$ cat config.mk
export PLATFORM = sky130hd
export DESIGN_NAME = cic_interpolator
export DESIGN_NICKNAME = d
export VERILOG_FILES = /design/src/rtl/cic_interpolator.sv
export SDC_FILE = /design/constraint.sdc
export NUM_CORES = 1
export LEC_CHECK = 0
export ABC_AREA = 0
export CORE_UTILIZATION = 35
export CTS_BUF_LIST = sky130_fd_sc_hd__clkbuf_4
export DETAILED_ROUTE_END_ITERATION = 16
export SYNTH_ARGS = -nofsm -noshare
export SYNTH_HDL_FRONTEND = slang
export SYNTH_SLANG_ARGS = --single-unit
$ cat constraint.sdc
create_clock -name clk -period 4.67 [get_ports clk]
set_input_delay 1.1675 -clock clk [delete_from_list [all_inputs] [get_ports clk]]
set_output_delay 1.1675 -clock clk [all_outputs]
set_load 0.03 [all_outputs]
$ cat src/rtl/cic_interpolator.sv
`default_nettype none
// ============================================================================
// Module      : cic_interpolator
// Description : CIC interpolation filter with valid/ready handshakes on both
//               sides. CIC_N comb stages run at the low (input) rate in front
//               of a hold register; the held sample is zero-stuffed by CIC_R
//               and fed through CIC_N integrators at the high (output) rate.
//
// Ports:
//   clk             in   clock, all logic on the rising edge
//   reset_n         in   synchronous active-low reset
//   samp_inp_data   in   low-rate input sample, signed, SAMP_WIDTH bits
//   samp_inp_valid  in   input sample present
//   samp_inp_ready  out  input sample accepted this cycle (combinational)
//   samp_out_data   out  high-rate output sample, signed, OUT_WIDTH bits
//   samp_out_valid  out  output sample present
//   samp_out_ready  in   downstream accepts the output this cycle
//
// Revision    : 1.0 - initial release
// ============================================================================
module cic_interpolator #(
    parameter int  SAMP_WIDTH = 8,
    parameter int  CIC_R      = 4,
    parameter int  CIC_N      = 3,
    parameter int  CIC_M      = 1,
    localparam int REG_WIDTH  = SAMP_WIDTH + CIC_N * $clog2(CIC_R * CIC_M),
    localparam int OUT_WIDTH  = REG_WIDTH - $clog2(CIC_R)
) (
    input  logic                         clk,
    input  logic                         reset_n,
    input  logic signed [SAMP_WIDTH-1:0] samp_inp_data,
    input  logic                         samp_inp_valid,
    output logic                         samp_inp_ready,
    output logic signed [OUT_WIDTH-1:0]  samp_out_data,
    output logic                         samp_out_valid,
    input  logic                         samp_out_ready
);

    localparam int                  PH_WIDTH = $clog2(CIC_R);
    localparam logic [PH_WIDTH-1:0] PH_LAST  = PH_WIDTH'(CIC_R - 1);

    typedef enum logic [0:0] {
        ST_IDLE = 1'b0,
        ST_EMIT = 1'b1
    } state_t;

    // ------------------------------------------------------------------
    // State
    // ------------------------------------------------------------------
    state_t                state_q,    state_d;
    logic [PH_WIDTH-1:0]   phase_q,    phase_d;
    logic [REG_WIDTH-1:0]  hold_q,     hold_d;
    logic [REG_WIDTH-1:0]  comb_dly_q [CIC_N][CIC_M];
    logic [REG_WIDTH-1:0]  comb_dly_d [CIC_N][CIC_M];
    logic [REG_WIDTH-1:0]  integ_q    [CIC_N];
    logic [REG_WIDTH-1:0]  integ_d    [CIC_N];
    logic [OUT_WIDTH-1:0]  out_data_q, out_data_d;
    logic                  out_valid_q, out_valid_d;

    // ------------------------------------------------------------------
    // Handshake / control
    // ------------------------------------------------------------------
    logic adv;
    logic last_phase;
    logic accept;

    // The integrators may step whenever the output register is empty or
    // is being drained this same cycle.
    assign adv        = (state_q == ST_EMIT) && (!out_valid_q || samp_out_ready);
    assign last_phase = (phase_q == PH_LAST);

    // Taking a new sample on the last phase keeps the pipe full without a
    // bubble; this makes ready depend combinationally on samp_out_ready.
    assign samp_inp_ready = reset_n && ((state_q == ST_IDLE) || (last_phase && adv));
    assign accept         = samp_inp_valid && samp_inp_ready;

    // ------------------------------------------------------------------
    // Comb chain (combinational, low rate)
    // ------------------------------------------------------------------
    logic [REG_WIDTH-1:0] comb_in [CIC_N];
    logic [REG_WIDTH-1:0] comb_out;

    always_comb begin : comb_chain
        logic [REG_WIDTH-1:0] acc;
        acc = {{(REG_WIDTH - SAMP_WIDTH){samp_inp_data[SAMP_WIDTH-1]}}, samp_inp_data};
        for (int k = 0; k < CIC_N; k++) begin
            comb_in[k] = acc;
            acc        = acc - comb_dly_q[k][CIC_M-1];
        end
        comb_out = acc;
    end

    // Delay lines and hold register only move when a sample is accepted.
    always_comb begin : comb_next
        comb_dly_d = comb_dly_q;
        hold_d     = hold_q;
        if (accept) begin
            hold_d = comb_out;
            for (int k = 0; k < CIC_N; k++) begin
                comb_dly_d[k][0] = comb_in[k];
                for (int m = 1; m < CIC_M; m++) begin
                    comb_dly_d[k][m] = comb_dly_q[k][m-1];
                end
            end
        end
    end

    // ------------------------------------------------------------------
    // Sequencer
    // ------------------------------------------------------------------
    always_comb begin : seq_next
        state_d = state_q;
        phase_d = phase_q;
        if (accept) begin
            state_d = ST_EMIT;
            phase_d = '0;
        end else if (adv) begin
            if (last_phase) begin
                state_d = ST_IDLE;
                phase_d = '0;
            end else begin
                phase_d = phase_q + PH_WIDTH'(1);
            end
        end
    end

    // ------------------------------------------------------------------
    // Integrators (high rate, zero-stuffed input)
    // ------------------------------------------------------------------
    logic [REG_WIDTH-1:0] integ_x;

    assign integ_x = (phase_q == '0) ? hold_q : '0;

    // Every stage uses the pre-update value of its predecessor, so the chain
    // is a register pipeline of CIC_N advances. Wrap-around is intentional.
    always_comb begin : integ_next
        integ_d = integ_q;
        if (adv) begin
            integ_d[0] = integ_q[0] + integ_x;
            for (int k = 1; k < CIC_N; k++) begin
                integ_d[k] = integ_q[k] + integ_q[k-1];
            end
        end
    end

    // ------------------------------------------------------------------
    // Output register
    // ------------------------------------------------------------------
    logic [REG_WIDTH-1:0] integ_last;
    logic                 unused_integ_msbs;

    assign integ_last = integ_q[CIC_N-1];
    // Upper bits only carry the modular wrap; the full-precision result
    // always fits in OUT_WIDTH.
    assign unused_integ_msbs = ^integ_last[REG_WIDTH-1:OUT_WIDTH];

    always_comb begin : out_next
        out_data_d  = out_data_q;
        out_valid_d = out_valid_q;
        if (adv) begin
            out_data_d  = integ_last[OUT_WIDTH-1:0];
            out_valid_d = 1'b1;
        end else if (samp_out_ready) begin
            out_valid_d = 1'b0;
        end
    end

    assign samp_out_data  = out_data_q;
    // Gated so that nothing is transferred during a reset cycle.
    assign samp_out_valid = out_valid_q && reset_n;

    // ------------------------------------------------------------------
    // Registers
    // ------------------------------------------------------------------
    always_ff @(posedge clk) begin
        if (!reset_n) begin
            state_q     <= ST_IDLE;
            phase_q     <= '0;
            hold_q      <= '0;
            out_data_q  <= '0;
            out_valid_q <= 1'b0;
            for (int k = 0; k < CIC_N; k++) begin
                integ_q[k] <= '0;
                for (int m = 0; m < CIC_M; m++) begin
                    comb_dly_q[k][m] <= '0;
                end
            end
        end else begin
            state_q     <= state_d;
            phase_q     <= phase_d;
            hold_q      <= hold_d;
            out_data_q  <= out_data_d;
            out_valid_q <= out_valid_d;
            integ_q     <= integ_d;
            comb_dly_q  <= comb_dly_d;
        end
    end

endmodule
`default_nettype wire

After elaboration in Yosys (flattened, before gate mapping)
Cells that the tools add are included.
{ "word_totals": {"register_bits": 108, "latchBits": 0, "ram_bits": 0, "romBits": 0, "input_bits": 12, "out_inout_bits": 14, "elab_cells": 42, "memories": 0} }
{ "classes": {"n_addsub": 7, "n_mul": 0, "div_mod_pow": 0, "n_lt_le_gt_ge": 0, "n_eq_ne": 1, "n_shift": 0, "n_mux": 7, "bitwise": 2, "reduce_logical": 14} }
{ "op_table": {"columns": ["operator", "count"], "rows": [
  ["$add 14x14->14", 3],
  ["$sub 14x14->14", 2],
  ["$mux 14", 1],
  ["$sub 8x8->9", 1],
  ["$reduce_bool 2->1", 3],
  ["$logic_and 1x1->1", 5],
  ["$mux 1", 5],
  ["$add 2x1->2 const B", 1],
  ["$eq 2x2->1 const B", 1],
  ["$logic_not 2->1", 1],
  ["$logic_or 1x1->1", 2],
  ["$mux 2", 1],
  ["$not 1->1", 2],
  ["$reduce_and 2->1", 1],
  ["$reduce_or 2->1", 1],
  ["$logic_not 1->1", 1]
]} }

Longest topological paths before layout
Gate-level depths: netlist of run 1.
{ "depth": {"ltp_word": 9, "depth_mapped": 20} }

Least setup slack after synthesis of run 1
No wires, ideal clock.
{ "synth_path": {"path_kind": "input to register", "from": "input samp_inp_data[0]", "to": "register hold_q[10]", "arrival_time_ns": 4.644, "slack_ns": -0.105, "path_stages": 19, "n_path_buf": 0, "cell_sequence": "inv_1 ha_1 inv_1 fa_1 a21o_1 a21oi_1 o21bai_1 a21oi_1 xnor2_1 ha_1 or4_4 o22ai_1 xnor2_1 ha_1 or4_1 a21oi_1 o31ai_1 xnor2_1 o21ai_0"} }
{ "synth_rtl": {"columns": ["element", "line", "rtl"], "rows": [
  ["start, declared", "31", "input logic signed [SAMP_WIDTH-1:0] samp_inp_data,"],
  ["end signal, assigned", "191", "hold_q <= hold_d;"],
  ["end, declared", "52", "logic [REG_WIDTH-1:0] hold_q, hold_d;"]
]} }

==> run_results.csv, run 1 <==
group,metric,value,unit
clock_network,htreeDepth,3,
global_route,grt_use_total,0.141,
critical_path,worstRegToRegCells,20,
power_and_ir_drop,p_leak,3.22,nW
yosys,ys_ff_latch,93,
critical_path,critPathRequiredTime,5.02,ns
sta,relSlewSlack,0.388,
critical_path,crit_path_frequent_cell,"a21oi_2",
drt,drtAntennaViolNets,0,
die,io-pin-count,26,
sta,skew,0.0152,ns
worst_hold_path,hold_end,"hold_q[5]",
yosys,synth_xor_xnor_area_share,0.0561,
yosys,synth_top_area_cell,"dfxtp_1",
clock_network,cts.sink_count,93,
die,die_area,0.0183,mm2
sta,maxSlewViolCount,0,
yosys,yosys.area_share.simple,0.221,
critical_path,r2r_slack,0.77,ns
final_layout,fill_cells,1767,
critical_path,path_class,"input pin to flip-flop",
die,rows,48,
placed_design,hpwlAfterDp,8.42,mm
critical_path,crit_buf_inv,4,
drt,drt-pass1-iter-count,4,
critical_path,timing.rr.end,"hold_q[10]",
yosys,synth_edf_count,0,
yosys,synth-main-ff-cell,"dfxtp_1",
die,fp.coreArea,0.0173,mm2
final_layout,final_common_cell,"nand2_1",
yosys,synth_compound_area_frac,0.212,
job,drv_cap,0,
critical_path,r2r-start,"comb_dly_q[28]",
critical_path,crit_arrival,4.74,ns
clock_network,path_clk_slew,0.15,ns
drt,vias,5095,
yosys,synth_top_area_share,0.299,
final_layout,antenna_cells,0,
clock_network,clkLatencyLatePin,0.48,ns
yosys,synth_top_family_by_area,"simple AND/OR/NAND/NOR gates",
sta,final_hold_viol_count,0,
global_route,grt_pass1_vias,4821,
yosys,yosysWarningCount,0,
global_route,grt_max_degree,67,
yosys,synth.cell_area,0.00622,mm2
final_layout,syn_to_final_growth,17.0,%
yosys,synthMuxAreaShare,0.00483,
clock_network,cts_buffers,9,
worst_hold_path,min_from,"hold_q[5]",
yosys,synth_fp_nets,845,
power_and_ir_drop,peakVddDrop,0.000170,V
yosys,synth_area_leaders,"dfxtp_1 (30%), ha_1 (13%), nand2_1 (7.1%), o21ai_0 (4.1%), inv_1 (3.4%)",
drt,wl_per_cell,11.4,um
critical_path,cp_cell_sequence,"dlymetal6s2s_1 > inv_2 > ha_1 > inv_1 > fa_2 > a21o_1 > a21oi_2 > o21bai_1 > a21oi_2 > xnor2_2 > ha_4 > buf_4 > or2_2 > a21oi_2 > a21oi_2 > xor2_1 > ha_1 > o21a_1 > o21ai_0 > o31ai_1 > xnor2_1 > o21ai_1",
global_route,grt_pass1_wl,21.0,mm
placed_design,globalplace.congestion,0.821,
yosys,seq_area_frac_synth,0.299,
yosys,synthesis.area_per_instance,8.15,um2
final_layout,layout_common_cells,"nand2_1 (117), dfxtp_1 (93), ha_1 (61)",
sta,worst_slew_pin_slew,0.916,ns
critical_path,crit_path_top_delay_cell,"fa_2",
die,start_util,0.359,
clock_network,cts_buffer_depth,2,
yosys,async_reset_ff_frac,0,
yosys,ys_types,64,
global_route,gr-total-overflow,0,
global_route,antenna_found_initial,0,
final_layout,final_util,0.420,
power_and_ir_drop,power_density,395,mW/mm2
critical_path,slowest_delay,0.36,ns
sta,rsz0062_at_grt,"no",
critical_path,crit_path_end_kind,"flip-flop",
sta,setup_viol,0,
sta,fin_crit_sh,0.940,
placed_design,io_buffers,25,
sta,holdWs,0.461,ns
status,outcome,"complete, no violations",
placed_design,pre_cts_slack,-0.625,ns
yosys,synth_cells,763,
drt,drc_errors,0,
critical_path,cp_max_fo,4,
clock_network,clockRootBuffer,"clkbuf_4",
final_layout,drive_above_1_share,0.132,
critical_path,crit_family,"compound AO/OA/AOI/OAI gates",
die,chipWidth,135,um
critical_path,crit_path_start_kind,"input pin",
sta,max_freq,228,MHz
final_layout,nets,902,
drt,routed_wl,12.0,mm
sta,fin_ws,0.279,ns
yosys,synth_adder_area_share,0.148,
sta,finalCriticalPeriod,4.39,ns
drt,drt-vias-per-instance,4.85,
drt,drt_first_iter_violations,201,
worst_hold_path,min_path_cells,2,
worst_hold_path,hp-class,"flip-flop to flip-flop",
clock_network,cts_tree,"built",
die,fp.dieH,135,um
[per-stage QoR]
stage | power, mW | setup TNS, ns | instance area, um2 | std cells
2_1_floorplan | 1.87 | 0 | 6230 | 763
3_3_place_gp | 2.30 | -2.36 | 7010 | 1030
3_5_place_dp | 2.32 | -2.89 | 7010 | 1030
4_1_cts | 2.80 | 0 | 7150 | 1046
5_1_grt | 3.12 | 0 | 7270 | 1050
6_report | 2.87 | 0 | 7270 | 1050
[power by group]
group	switching, mW	total, mW	leakage, nW	internal [mW]
Sequential	0.0489	0.932	0.759	0.883
Clock	0.292	0.460	0.0740	0.169
Combinational	0.698	1.48	2.38	0.784
[cell usage after synthesis (all sizes together) (11+ instances only)]
| cell type | number |
|---|---|
| nand2 | 118 |
| dfxtp | 93 |
| ha | 64 |
| inv | 57 |
| o21ai | 56 |
| a21oi | 35 |
| and2 | 28 |
| clkbuf | 27 |
| nand3 | 26 |
| a21boi | 23 |
| nor2 | 22 |
| xnor2 | 22 |
| a21o | 17 |
| xor2 | 17 |
| and3 | 16 |
| nor2b | 13 |
| nor3 | 11 |
[layer usage]
layer	wire length (um)	global-route usage	up-vias	part of all wire
met2	5930	0.264	52	0.50
li1	-	-	2754	-
met5	0	0	-	0
met1	5480	0.154	2272	0.46
met4	162	0.0437	0	0.014
met3	395	0.0374	17	0.033
[flip-flops by register name, indices dropped and copies added, names as in the netlist]
signal         count
out_valid_q        1
integ_q           24
samp_out_data     12
phase_q            2
hold_q            12
state_q            1
comb_dly_q        29
integ_last        12
[area by class of cell]
cell class / instances / area [um2] / area share
clock inverter: 6 / 63.8 / 0.00877
sequential: 93 / 1860 / 0.256
multi-input combinational: 578 / 4100 / 0.564
tap: 225 / 282 / 0.0387
clock buffer: 10 / 75.1 / 0.0103
inverter: 57 / 214 / 0.0294
timing repair buffer: 81 / 673 / 0.0926
[worst max path at each step]
stage                startpoint  slack (ns)          to  depth (start not counted)
3_5_place_dp   samp_inp_data[1]       -0.63  hold_q[11]                         20
6_report       samp_inp_data[0]        0.28  hold_q[10]                         22
5_1_grt        samp_inp_data[0]        0.08  hold_q[10]                         22
3_3_place_gp   samp_inp_data[0]       -0.53  hold_q[10]                         21
4_1_cts        samp_inp_data[0]       0.007  hold_q[10]                         21
2_1_floorplan  samp_inp_data[0]        0.04  hold_q[10]                         19
[tightest hold or removal path: stages, from the launching register on]
cell     delay, ns
dfxtp_1       0.33
nand3_1       0.06
nand2_1       0.05
[repair_timing]
item,4_1_cts,5_1_grt
setup endpoints to repair,3,5
hold buffers,0,0
gates resized for setup,4,22
setup buffers,0,4
pin swaps,1,14
[logic make-up after synthesis]
kind of cell / count (synthesis)
buffers and inverters: 92
AO/OA/AOI/OAI: 193
multiplexers: 3
flip-flops: 93
adder cells (fa/ha/maj): 70
XOR/XNOR: 39
AND/OR/NAND/NOR: 273
No activity file was read; power rests on OpenSTA's default activity.
==> run 2, diff against run 1 <==
--- a/config.mk
+++ b/config.mk
@@ -6,9 +6,12 @@
 export NUM_CORES = 1
 export LEC_CHECK = 0
 export ABC_AREA = 0
+export CELL_PAD_IN_SITES_DETAIL_PLACEMENT = 2
+export CELL_PAD_IN_SITES_GLOBAL_PLACEMENT = 2
 export CORE_UTILIZATION = 35
 export CTS_BUF_LIST = sky130_fd_sc_hd__clkbuf_4
 export DETAILED_ROUTE_END_ITERATION = 16
+export PLACE_DENSITY_LB_ADDON = 0.1
 export SYNTH_ARGS = -nofsm -noshare
 export SYNTH_HDL_FRONTEND = slang
 export SYNTH_SLANG_ARGS = --single-unit
==> run 2 against run 1 <==
Cell count increased by 0.76%. Via count increased by 8.3%. Routed wire length increased by 38%. First-iteration DRC count decreased by 37%. Final area increased by 0.71%. Total power increased by 5.0%. Clock skew decreased by 0.0013 ns. Core utilization increased by 0.30 points. Global-route usage increased by 4.8 points. Worst hold slack improved by 0.0068 ns. Critical path type unchanged. Highest routed layer unchanged.
==> run_results.csv, run 2 (synthesized netlist as in run 1, its figures left out) <==
group,metric,value,unit
status,outcome,"complete, no violations",
die,fp.coreArea,0.0173,mm2
die,chipWidth,135,um
global_route,antenna_found_initial,2,
power_and_ir_drop,power_density,412,mW/mm2
critical_path,r2r-start,"comb_dly_q[28]",
worst_hold_path,min_from,"comb_dly_q[20]",
placed_design,hpwlAfterDp,12.4,mm
placed_design,io_buffers,25,
drt,drt_first_iter_violations,127,
final_layout,nets,909,
final_layout,largest_reg_flops,29,
final_layout,stdcell_count,1058,
sta,final_hold_viol_count,0,
sta,holdWs,0.468,ns
final_layout,layout_common_cells,"nand2_1 (117), dfxtp_1 (93), buf_4 (64)",
drt,routed_wl,16.5,mm
critical_path,path_class,"input pin to flip-flop",
clock_network,clkLatencyLatePin,0.48,ns
final_layout,largest_register,"comb_dly_q",
sta,relSlewSlack,0.349,
global_route,grt_pass1_vias,6037,
global_route,grt_max_degree,72,
placed_design,placedCellCount,1037,
sta,max_freq,223,MHz
sta,setup_viol,0,
global_route,grt_use_total,0.189,
power_and_ir_drop,peakVddDrop,0.000203,V
die,start_util,0.359,
power_and_ir_drop,clockPowerShare,0.154,
placed_design,globalplace.congestion,0.824,
power_and_ir_drop,pwr-share-comb,0.536,
clock_network,path_clk_slew,0.15,ns
job,drv_cap,0,
critical_path,crit_path_end_kind,"flip-flop",
sta,skew,0.0140,ns
power_and_ir_drop,swShare,0.380,
drt,drtAntennaViolNets,0,
critical_path,r2r_slack,0.78,ns
global_route,grt_pass1_wl,27.9,mm
worst_hold_path,min_path_cells,2,
final_layout,reg.largest.list,"comb_dly_q (29), integ_q (24)",
sta,maxSlewViolCount,0,
drt,wl_per_cell,15.6,um
drt,drt-vias-per-instance,5.22,
clock_network,cts_hold_buf,0,
clock_network,cts_tree,"built",
clock_network,cts_buffers,9,
final_layout,drive_above_1_share,0.143,
global_route,gr-total-overflow,0,
drt,vias,5520,
die,fp.dieH,135,um
final_layout,syn_to_final_growth,17.8,%
sta,worst_slew_pin_slew,0.974,ns
drt,drc_errors,0,
power_and_ir_drop,p_int,1.87,mW
power_and_ir_drop,p_total,3.02,mW
critical_path,crit_arrival,4.83,ns
clock_network,cts.sink_count,93,
critical_path,cp_max_fo,2,
critical_path,worstRegToRegCells,19,
critical_path,critPathRequiredTime,5.02,ns
drt,drt-pass1-iter-count,4,
worst_hold_path,hp-class,"flip-flop to flip-flop",
die,rows,48,
critical_path,crit_path_start_kind,"input pin",
die,die_area,0.0183,mm2
die,io-pin-count,26,
clock_network,cts_buffer_depth,2,
clock_network,htreeDepth,3,
power_and_ir_drop,p_sw,1.15,mW
clock_network,clockRootBuffer,"clkbuf_4",
final_layout,final_common_cell,"nand2_1",
power_and_ir_drop,seq_power_share,0.311,
final_layout,fill_cells,1992,
sta,fin_crit_sh,0.960,
critical_path,timing.rr.end,"hold_q[11]",
sta,finalCriticalPeriod,4.48,ns
final_layout,final_util,0.423,
worst_hold_path,hold_end,"comb_dly_q[20]",
power_and_ir_drop,p_leak,3.23,nW
-- run 2: power by group through the flow --
stage | logic (mW) | clock network [mW] | registers, mW
after detailed placement | 1.50 | 0 | 0.959
after CTS | 1.56 | 0.491 | 0.941
after floorplan | 0.931 | 0 | 0.940
after global routing | 1.78 | 0.515 | 0.951
final | 1.62 | 0.464 | 0.938
after global placement | 1.40 | 0 | 0.950
-- run 2: cell type report --
class / instances / area [um2] / area share
multi-input cells: 578 / 4120 / 0.562
flip-flops and latches: 93 / 1860 / 0.254
repair buffers: 88 / 718 / 0.0981
well taps: 225 / 282 / 0.0384
inverters: 57 / 214 / 0.0292
clock buffers: 12 / 90.1 / 0.0123
clock inverters: 3 / 37.5 / 0.00513
diodes: 2 / 5.00 / 0.000683
-- run 2: critical path: stages --
cell and delay [ns]:
dlygate4sd2_1 0.25, inv_2 0.06, ha_1 0.14, inv_1 0.05
fa_2 0.34, buf_4 0.14, xor2_1 0.19, ha_1 0.27
nor2b_1 0.13, o21ai_1 0.18, a21oi_2 0.10, o21ai_2 0.14
nor2b_4 0.18, xnor2_2 0.13, ha_1 0.28, a2111oi_2 0.38
nand2_1 0.16, nand4_1 0.17, a311oi_2 0.12, xnor2_1 0.17
o21ai_1 0.07
-- run 2: worst max-delay path by stage --
| stage | from | end | slack (ns) | cells past startpoint |
|---|---|---|---|---|
| 6_report | samp_inp_data[0] | hold_q[11] | 0.19 | 21 |
| 5_1_grt | samp_inp_data[0] | hold_q[11] | -0.06 | 21 |
| 4_1_cts | samp_inp_data[0] | hold_q[10] | 0.002 | 21 |
| 3_5_place_dp | samp_inp_data[1] | hold_q[11] | -0.86 | 19 |
| 3_3_place_gp | samp_inp_data[0] | hold_q[10] | -0.56 | 21 |
| 2_1_floorplan | samp_inp_data[0] | hold_q[10] | 0.04 | 19 |
-- run 2: per-layer routing --
layer  GRT usage  part of all wire
met2       0.377              0.55
met5           0                 0
met1       0.204              0.42
met3      0.0296             0.015
met4      0.0468             0.010
-- run 2: repair_timing --
action,in CTS,in global routing
pin swaps,12,16
gates resized for setup,16,15
gates cloned,0,0
setup endpoints to repair,5,5
buffers inserted,1,3
-- run 2: stage by stage --
step / setup TNS [ns] / setup slack [ns] / instance area (um2)
floorplan: 0 / 0.0369 / 6230
global placement: -2.60 / -0.561 / 7060
detailed placement: -4.19 / -0.855 / 7060
CTS: 0 / 0.00151 / 7230
global route: -0.109 / -0.0553 / 7320
finish: 0 / 0.188 / 7320
